===== src/rtl/mem_port_arbiter.sv =====
// ============================================================================
// Module   : mem_port_arbiter
// Brief    : Shares one memory port between instruction fetch and load/store,
//            LS priority with an IF starvation guard, one transaction in flight.
// Revision : 1.0  initial release
// ============================================================================
`default_nettype none

module mem_port_arbiter #(
    parameter int ADDR_WIDTH = 64,
    parameter int DATA_WIDTH = 64,
    parameter int INST_WIDTH = 32,
    parameter int STARVE_MAX = 2
) (
    input  logic                    clk,
    input  logic                    rst,
    input  logic                    if_req_valid,
    input  logic [ADDR_WIDTH-1:0]   if_req_addr,
    output logic                    if_req_ready,
    input  logic                    if_kill,
    output logic                    if_resp_valid,
    output logic [INST_WIDTH-1:0]   if_resp_data,
    input  logic                    ls_req_valid,
    input  logic [ADDR_WIDTH-1:0]   ls_req_addr,
    input  logic                    ls_req_wen,
    input  logic [DATA_WIDTH-1:0]   ls_req_wdata,
    input  logic [DATA_WIDTH/8-1:0] ls_req_wmask,
    output logic                    ls_req_ready,
    output logic                    ls_resp_valid,
    output logic [DATA_WIDTH-1:0]   ls_resp_data,
    output logic                    mem_req_valid,
    input  logic                    mem_req_ready,
    output logic [ADDR_WIDTH-1:0]   mem_req_addr,
    output logic                    mem_req_wen,
    output logic [DATA_WIDTH-1:0]   mem_req_wdata,
    output logic [DATA_WIDTH/8-1:0] mem_req_wmask,
    input  logic                    mem_resp_valid,
    input  logic [DATA_WIDTH-1:0]   mem_resp_data
);

    localparam int SW = $clog2(STARVE_MAX + 1);
    localparam logic [SW-1:0] c_starve_max = SW'(STARVE_MAX);

    localparam logic [2:0] c_st_idle     = 3'd0;
    localparam logic [2:0] c_st_issue_if = 3'd1;
    localparam logic [2:0] c_st_issue_ls = 3'd2;
    localparam logic [2:0] c_st_wait_if  = 3'd3;
    localparam logic [2:0] c_st_wait_ls  = 3'd4;

    logic [2:0]    r_state;
    logic [2:0]    w_next_state;
    logic [SW-1:0] r_starve_cnt;
    logic [SW-1:0] w_starve_next;
    logic          r_killed;
    logic          w_killed_next;
    logic          r_if_addr2;

    logic w_if_cand;
    logic w_issue_if;
    logic w_issue_ls;
    logic w_wait_if;
    logic w_wait_ls;

    // A fetch being flushed in the same cycle is not worth arbitrating for.
    assign w_if_cand = if_req_valid && !if_kill;

    always_comb begin
        w_next_state  = r_state;
        w_starve_next = r_starve_cnt;
        w_killed_next = r_killed;
        case (r_state)
            c_st_idle: begin
                if (ls_req_valid && w_if_cand) begin
                    if (r_starve_cnt >= c_starve_max) begin
                        w_next_state  = c_st_issue_if;
                        w_starve_next = '0;
                        w_killed_next = 1'b0;
                    end else begin
                        w_next_state  = c_st_issue_ls;
                        w_starve_next = r_starve_cnt + 1'b1;
                    end
                end else if (ls_req_valid) begin
                    w_next_state = c_st_issue_ls;
                end else if (w_if_cand) begin
                    w_next_state  = c_st_issue_if;
                    w_starve_next = '0;
                    w_killed_next = 1'b0;
                end
            end
            c_st_issue_if: begin
                if (if_kill) w_killed_next = 1'b1;
                if (mem_req_ready) w_next_state = c_st_wait_if;
            end
            c_st_issue_ls: begin
                if (mem_req_ready) w_next_state = c_st_wait_ls;
            end
            c_st_wait_if: begin
                if (if_kill) w_killed_next = 1'b1;
                if (mem_resp_valid) w_next_state = c_st_idle;
            end
            c_st_wait_ls: begin
                if (mem_resp_valid) w_next_state = c_st_idle;
            end
            default: w_next_state = c_st_idle;
        endcase
    end

    always_ff @(posedge clk) begin
        if (rst) begin
            r_state      <= c_st_idle;
            r_starve_cnt <= '0;
            r_killed     <= 1'b0;
            r_if_addr2   <= 1'b0;
        end else begin
            r_state      <= w_next_state;
            r_starve_cnt <= w_starve_next;
            r_killed     <= w_killed_next;
            if (w_issue_if && mem_req_ready) r_if_addr2 <= if_req_addr[2];
        end
    end

    // Outputs are masked while rst is high so a response landing in the
    // reset cycle never reaches a front end.
    assign w_issue_if = !rst && (r_state == c_st_issue_if);
    assign w_issue_ls = !rst && (r_state == c_st_issue_ls);
    assign w_wait_if  = !rst && (r_state == c_st_wait_if);
    assign w_wait_ls  = !rst && (r_state == c_st_wait_ls);

    assign mem_req_valid = w_issue_if || w_issue_ls;
    assign if_req_ready  = w_issue_if && mem_req_ready;
    assign ls_req_ready  = w_issue_ls && mem_req_ready;

    assign mem_req_addr  = w_issue_ls ? ls_req_addr :
                           (w_issue_if ? if_req_addr : '0);
    assign mem_req_wen   = w_issue_ls && ls_req_wen;
    assign mem_req_wdata = (w_issue_ls && ls_req_wen) ? ls_req_wdata : '0;
    assign mem_req_wmask = (w_issue_ls && ls_req_wen) ? ls_req_wmask : '0;

    assign if_resp_valid = w_wait_if && mem_resp_valid && !r_killed && !if_kill;
    assign ls_resp_valid = w_wait_ls && mem_resp_valid;

    assign if_resp_data  = r_if_addr2 ? mem_resp_data[2*INST_WIDTH-1:INST_WIDTH]
                                      : mem_resp_data[INST_WIDTH-1:0];
    assign ls_resp_data  = mem_resp_data;

endmodule

`default_nettype wire


===== config.mk =====
export PLATFORM = sky130hd
export DESIGN_NAME = mem_port_arbiter
export DESIGN_NICKNAME = d
export VERILOG_FILES = /design/src/rtl/mem_port_arbiter.sv
export SDC_FILE = /design/constraint.sdc
export NUM_CORES = 1
export LEC_CHECK = 0
export BUFFER_PORTS_ARGS = -buffer_cell sky130_fd_sc_hd__buf_4
export CORE_AREA = 3 3 197 199
export CTS_CLUSTER_DIAMETER = 200
export DETAILED_ROUTE_END_ITERATION = 7
export DIE_AREA = 0 0 200 202
export PLACE_DENSITY_LB_ADDON = 0.1
export SLEW_MARGIN = 20
export SYNTH_ARGS = -nofsm -noshare
export SYNTH_HDL_FRONTEND = slang
export SYNTH_SLANG_ARGS = --single-unit
export TNS_END_PERCENT = 100

===== constraint.sdc =====
create_clock -name clk -period 3.45 [get_ports clk]
set_input_delay 0.8625 -clock clk [delete_from_list [all_inputs] [get_ports clk]]
set_output_delay 0.8625 -clock clk [all_outputs]
set_load 0.02 [all_outputs]

==> results.yml, run 1 <==
power:
  internal_power_mw: 0.959
  finalPower_mw: 1.78
  peakVddDrop_mv: 0.124
  powerDensity_nw_per_um2: 271
  swShare_pct: 46.0
  leakage_nw: 3.58
  power_frac_seq_pct: 6.5
  clkPwrFrac_pct: 11.1
  power_frac_comb_pct: 82.4
  p_sw_mw: 0.819
finish:
  post-route-util_pct: 17.5
  final_common_cell: "buf_4"
  drive_above_1_share_pct: 75.2
  area_growth_pct: 161
  layoutNonFillerInstCount: 1260
  final-seq-area_sq_um: 141
  layout_common_cells: "516 x buf_4, 73 x and3_1, 64 x a22o_1"
  fin_nets: 1022
  num_antenna_cells: 0
  fin_area_sq_um: 6560
  multi_input_area_sq_um: 1700
  fill_cells: 4276
detailed_routing:
  viasPerCell: 3.33
  first_pass_iters: 4
  wl_microns: 23000
  route.detailed.drc: 0
  drtAntennaViolNets: 0
  wire_per_inst_microns: 18.2
  drt_iter0_drc: 161
  num_vias: 4199
sta:
  setup_viol: 0
  timing.fmax_mhz: 308
  slew_violations: 0
  post-route-period-util_pct: 94.2
  timing.slew.headroom_pct: 58.4
  min_period_ns: 3.25
  tns_ns: 0
  worst_pin_slew_ns: 0.623
  rsz0062_at_grt: "false"
  hold_viol_final: 0
  clock_skew_ns: 0.000175
yosys:
  yosysSeqAreaShare_pct: 5.58
  muxShareOfSynthArea_pct: 15.4
  synth_fa_ha_area_share_pct: 0
  synth-edff-count: 0
  yosys.area_share.simple_pct: 26.0
  synth.avg_cell_area_sq_um: 7.72
  synth_xor_area_share_pct: 0.349
  synth_seq_cells: 7
  synth_top_family_by_area: "buffers and inverters"
  synth_compound_gate_area_share_pct: 25.5
  syn_area_sq_um: 2510
  syn_nets: 597
  syn_inst: 325
  yosys_warnings: 0
  synthDistinctLibCells: 33
  synthFlopType: "dfxtp_1"
  async_flop_share_pct: 0
grt:
  grt_overflow: 0
  grt_util_all_layers_pct: 10.1
  grt_pass1_wl_microns: 30400
  first_global_vias: 4368
  antenna_found_initial: 0
  grt_max_degree: 74
cts:
  numCtsBuffers: 3
  cts_tree: "done"
  clock_sinks: 7
  cts_root_buf: "clkbuf_16"
  h-tree-depth: 1
  clock_latency_ns: 0.23
  postCtsSetupBuffers: 0
  cts.clk_slew.worst_paths_ns: 0.04
  postCtsResizedCells: 0
  ctsHoldBuffers: 0
  cts_max_path_buffers: 2
setup_path:
  arrival_ns: 2.39
  max_stage_delay_ns: 0.26
  worst-path-stages: 7
  path_buf_inv: 4
  cp_max_fo: 44
  crit_required_ns: 2.59
  cp-start-kind: "primary input"
  crit_type: "primary input to primary output"
  worst_setup_path_end_kind: "primary output"
  r2r_cells: 5
  r2r_start: "r_state[2]$_SDFFE_PP0P_"
  path_delay_family: "buffers and inverters"
  r2r_setup_slack_ns: 1.51
  reg2reg_to: "r_if_addr2$_SDFFE_PP0P_"
  crit_chain: "buf_4 -> nor2b_1 -> nor3b_4 -> buf_12 -> buf_12 -> a22o_1 -> buf_4"
  worst_path_max_delay_cell: "nor3b_4"
min_path:
  hold_depth: 2
  min-delay-path-class: "flip-flop to flip-flop"
  hp-start: "r_starve_cnt[0]$_SDFFE_PP0P_"
  whs_endpoint: "r_starve_cnt[0]$_SDFFE_PP0P_"
floorplan:
  coreArea_sq_um: 37400
  num_rows: 71
  die_area_sq_um: 40400
  die_w_microns: 200
  die_height_microns: 202
  start_util_pct: 6.71
  num_io_pins: 510
placement:
  post-dp-hpwl_microns: 19900
  dpl-instance-area_sq_um: 6480
  io_buffer_count: 509
  globalplace.congestion: 0.774
  dp.cells: 1256
flow_run:
  maxCapViolations: 0
outcome:
  status: "finished, final reports clean"
[cells in the mapped netlist, types with 3 or more instances]
cell type / number / area, sq um
and3_1: 73 / 457
buf_4: 72 / 541
a22o_1: 64 / 561
mux2_2: 32 / 360
buf_2: 20 / 100
clkbuf_1: 9 / 33.8
a21oi_1: 7 / 35.0
dfxtp_1: 7 / 140
nand2_1: 5 / 18.8
nor2_1: 5 / 18.8
and2_1: 3 / 18.8
nand3b_1: 3 / 22.5
nor2b_1: 3 / 18.8
nor4_1: 3 / 18.8
[logic make-up after synthesis]
family,count (synthesis)
XOR/XNOR,1
multiplexers,34
AND/OR/NAND/NOR,104
buffers and inverters,103
AO/OA/AOI/OAI,76
flip-flops,7
[state kept, by name, indices dropped and copies added, names as in the netlist]
register	count
r_killed	1
r_state	3
r_if_addr2	1
r_starve_cnt	2
[per-stage QoR]
step / setup slack [ns] / hold WS, ns
floorplan: 0.729 / 0.440
global placement: 0.214 / 0.466
detailed placement: 0.195 / 0.464
CTS: 0.195 / 0.467
global route: 0.0900 / 0.500
finish: 0.199 / 0.466
[final cells by class]
cell class | instances | share of cell area [%]
clock buffer | 4 | 1.20
inverter | 1 | 0.0572
multi-input combinational | 215 | 26.0
sequential | 7 | 2.16
tap | 511 | 9.75
timing repair buffer | 522 | 60.9
[power groups by stage]
stage | sequential, mW | combinational [mW] | clock [mW]
after global routing | 0.120 | 1.56 | 0.208
after floorplan | 0.101 | 0.762 | 0
after CTS | 0.117 | 1.49 | 0.202
after detailed placement | 0.117 | 1.49 | 0
final | 0.116 | 1.46 | 0.198
after global placement | 0.120 | 1.50 | 0
[metal layers]
layer	track usage (%)	wire length, microns	vias to the layer above
li1	-	-	2002
met1	9.91	7430	1927
met2	21.4	13100	264
met3	2.60	2360	6
met4	0.673	74	0
met5	0	0	-
[worst max path at each step]
stage / from / endpoint / slack (ns)
2_1_floorplan: rst / mem_req_addr[10] / 0.73
3_3_place_gp: rst / mem_req_addr[1] / 0.21
3_5_place_dp: rst / mem_req_addr[1] / 0.19
4_1_cts: rst / mem_req_addr[1] / 0.19
5_1_grt: rst / mem_req_addr[1] / 0.09
6_report: rst / mem_req_addr[1] / 0.20
[worst register-to-register path: stages, from the launching register on]
cell and delay, ns:
dfxtp_1 0.48, nor4b_4 0.40, buf_12 0.32, and2_1 0.28
mux2i_1 0.28, nor2_1 0.06
No activity file was read; power rests on OpenSTA's default activity.
==> inputs of run 2 (changes only) <==
- CORE_AREA: 3 3 197 199 -> 3 3 198 200
- DIE_AREA: 0 0 200 202 -> 0 0 201 203
- GPL_TIMING_DRIVEN: unset -> 0
- clock period: 3.45 -> 3.4 ns (I/O delays scaled with it)
==> results.yml, run 2 (synthesized netlist as in run 1, its figures left out) <==
power:
  peakVddDrop_mv: 0.143
  powerDensity_nw_per_um2: 261
  leakage_nw: 3.95
setup_path:
  reg2reg_to: "r_state[1]$_SDFFE_PP0P_"
  max_stage_delay_ns: 0.36
  crit_chain: "buf_4 -> buf_2 -> nor4b_2 -> buf_4 -> buf_4 -> a22o_1 -> buf_4"
  path_delay_family: "buffers and inverters"
  crit_type: "primary input to primary output"
  r2r_start: "r_state[2]$_SDFFE_PP0P_"
  crit_required_ns: 2.55
  cp-start-kind: "primary input"
  crit_start: "rst"
  worst-path-stages: 7
  worst_setup_path_end_kind: "primary output"
  worst_path_max_delay_cell: "nor4b_2"
  path_common_cell: "buf_4"
  path_buf_inv: 5
  r2r_cells: 5
  cp_max_fo: 10
  r2r_setup_slack_ns: 1.81
  arrival_ns: 2.38
detailed_routing:
  wl_microns: 22500
  num_vias: 4503
  route.detailed.drc: 0
  drtAntennaViolNets: 0
  first_pass_iters: 4
  drt_iter0_drc: 198
  wire_per_inst_microns: 16.7
  viasPerCell: 3.34
cts:
  clock_sinks: 7
  numCtsBuffers: 3
  clock_latency_ns: 0.23
  cts.clk_slew.worst_paths_ns: 0.04
  cts_max_path_buffers: 2
  h-tree-depth: 1
  ctsHoldBuffers: 0
  cts_root_buf: "clkbuf_16"
  cts_tree: "done"
sta:
  timing.slew.headroom_pct: 69.1
  worst_pin_slew_ns: 0.463
  slew_violations: 0
  rsz0062_at_grt: "false"
  setup_viol: 0
  timing.fmax_mhz: 310
  clock_skew_ns: 0.00115
  min_period_ns: 3.23
  hold_viol_final: 0
  post-route-period-util_pct: 94.9
min_path:
  hp-start: "r_starve_cnt[0]$_SDFFE_PP0P_"
  min-delay-path-class: "flip-flop to flip-flop"
  whs_endpoint: "r_starve_cnt[0]$_SDFFE_PP0P_"
  hold_depth: 2
finish:
  fin_area_sq_um: 7070
  top_regs: "r_state x3, r_starve_cnt x2"
  largest_reg_flops: 3
  num_antenna_cells: 0
  post-route-util_pct: 18.8
  regMostFlops: "r_state"
  drive_above_1_share_pct: 76.6
  area_growth_pct: 182
  fin_nets: 1111
  layout_common_cells: "585 x buf_4, 73 x and3_1, 64 x a22o_1"
  final_common_cell: "buf_4"
grt:
  antenna_found_initial: 0
  grt_util_all_layers_pct: 9.87
  use_met1_pct: 9.90
  use_met2_pct: 20.5
  global_route.peak_usage_layer: "met2"
  grt_pass1_wl_microns: 30900
  grtUsageMet3_pct: 2.63
  first_global_vias: 4679
  grt_overflow: 0
  grt_max_degree: 11
placement:
  dpl-instance-area_sq_um: 6960
  globalplace.congestion: 0.794
  post-dp-hpwl_microns: 20200
  io_buffer_count: 508
floorplan:
  die_area_sq_um: 40800
  start_util_pct: 6.68
  die_height_microns: 203
  num_rows: 71
  coreArea_sq_um: 37600
  die_w_microns: 201
  num_io_pins: 510
outcome:
  status: "finished, final reports clean"
flow_run:
  maxCapViolations: 0
## run 2: final cells by class
class / count / area, sq um
Tap cell: 511 / 639
Fill cell: 4312 / 30500
Buffer: 102 / 691
Sequential cell: 7 / 140
Clock buffer: 4 / 78.8
Inverter: 1 / 3.75
Timing Repair Buffer: 509 / 3820
Multi-Input combinational cell: 215 / 1700
## run 2: worst max path at each step
stage                       end  slack (ns)
4_1_cts        mem_req_addr[56]        0.01
6_report       mem_req_addr[13]        0.17
2_1_floorplan  mem_req_addr[10]        0.70
5_1_grt         mem_req_addr[5]        0.01
3_3_place_gp   mem_req_addr[13]       -0.10
3_5_place_dp    mem_req_addr[5]       -0.15
## run 2: timing repair
action | CTS | global route
setup endpoints to repair | 117 | 43
setup buffers | 0 | 1
resized for setup | 5 | 2
## run 2: per-layer routing
| layer | vias to the layer above | share of wire, % |
|---|---|---|
| met5 | - | 0 |
| met4 | 0 | 1.1 |
| met3 | 14 | 9.1 |
| met2 | 282 | 56 |
| met1 | 2029 | 34 |
| li1 | 2178 | - |
## run 2: report_power, final
part | switching (mW) | total (mW) | internal, mW
clock | 0.0453 | 0.201 | 0.156
combinational | 0.781 | 1.54 | 0.757
sequential | 0.0110 | 0.106 | 0.0947
total | 0.837 | 1.85 | 1.01
## run 2: worst reg2reg max path: stages (launching register included)
cell and delay, ns:
dfxtp_1 0.47, buf_4 0.22, nand3b_1 0.12, a21oi_1 0.07, a221oi_2 0.26, mux2_4 0.33
## run 2: through the flow
stage | TNS (ns) | cells | power [mW] | hold slack [ns] | worst slack (ns)
after global routing | 0 | 1349 | 1.97 | 0.502 | 0.0143
after global placement | -1.66 | 1344 | 1.68 | 0.460 | -0.103
final | 0 | 1349 | 1.85 | 0.468 | 0.174
after floorplan | 0 | 325 | 0.876 | 0.440 | 0.704
after detailed placement | -3.86 | 1344 | 1.66 | 0.462 | -0.147
after CTS | 0 | 1348 | 1.88 | 0.474 | 0.0142
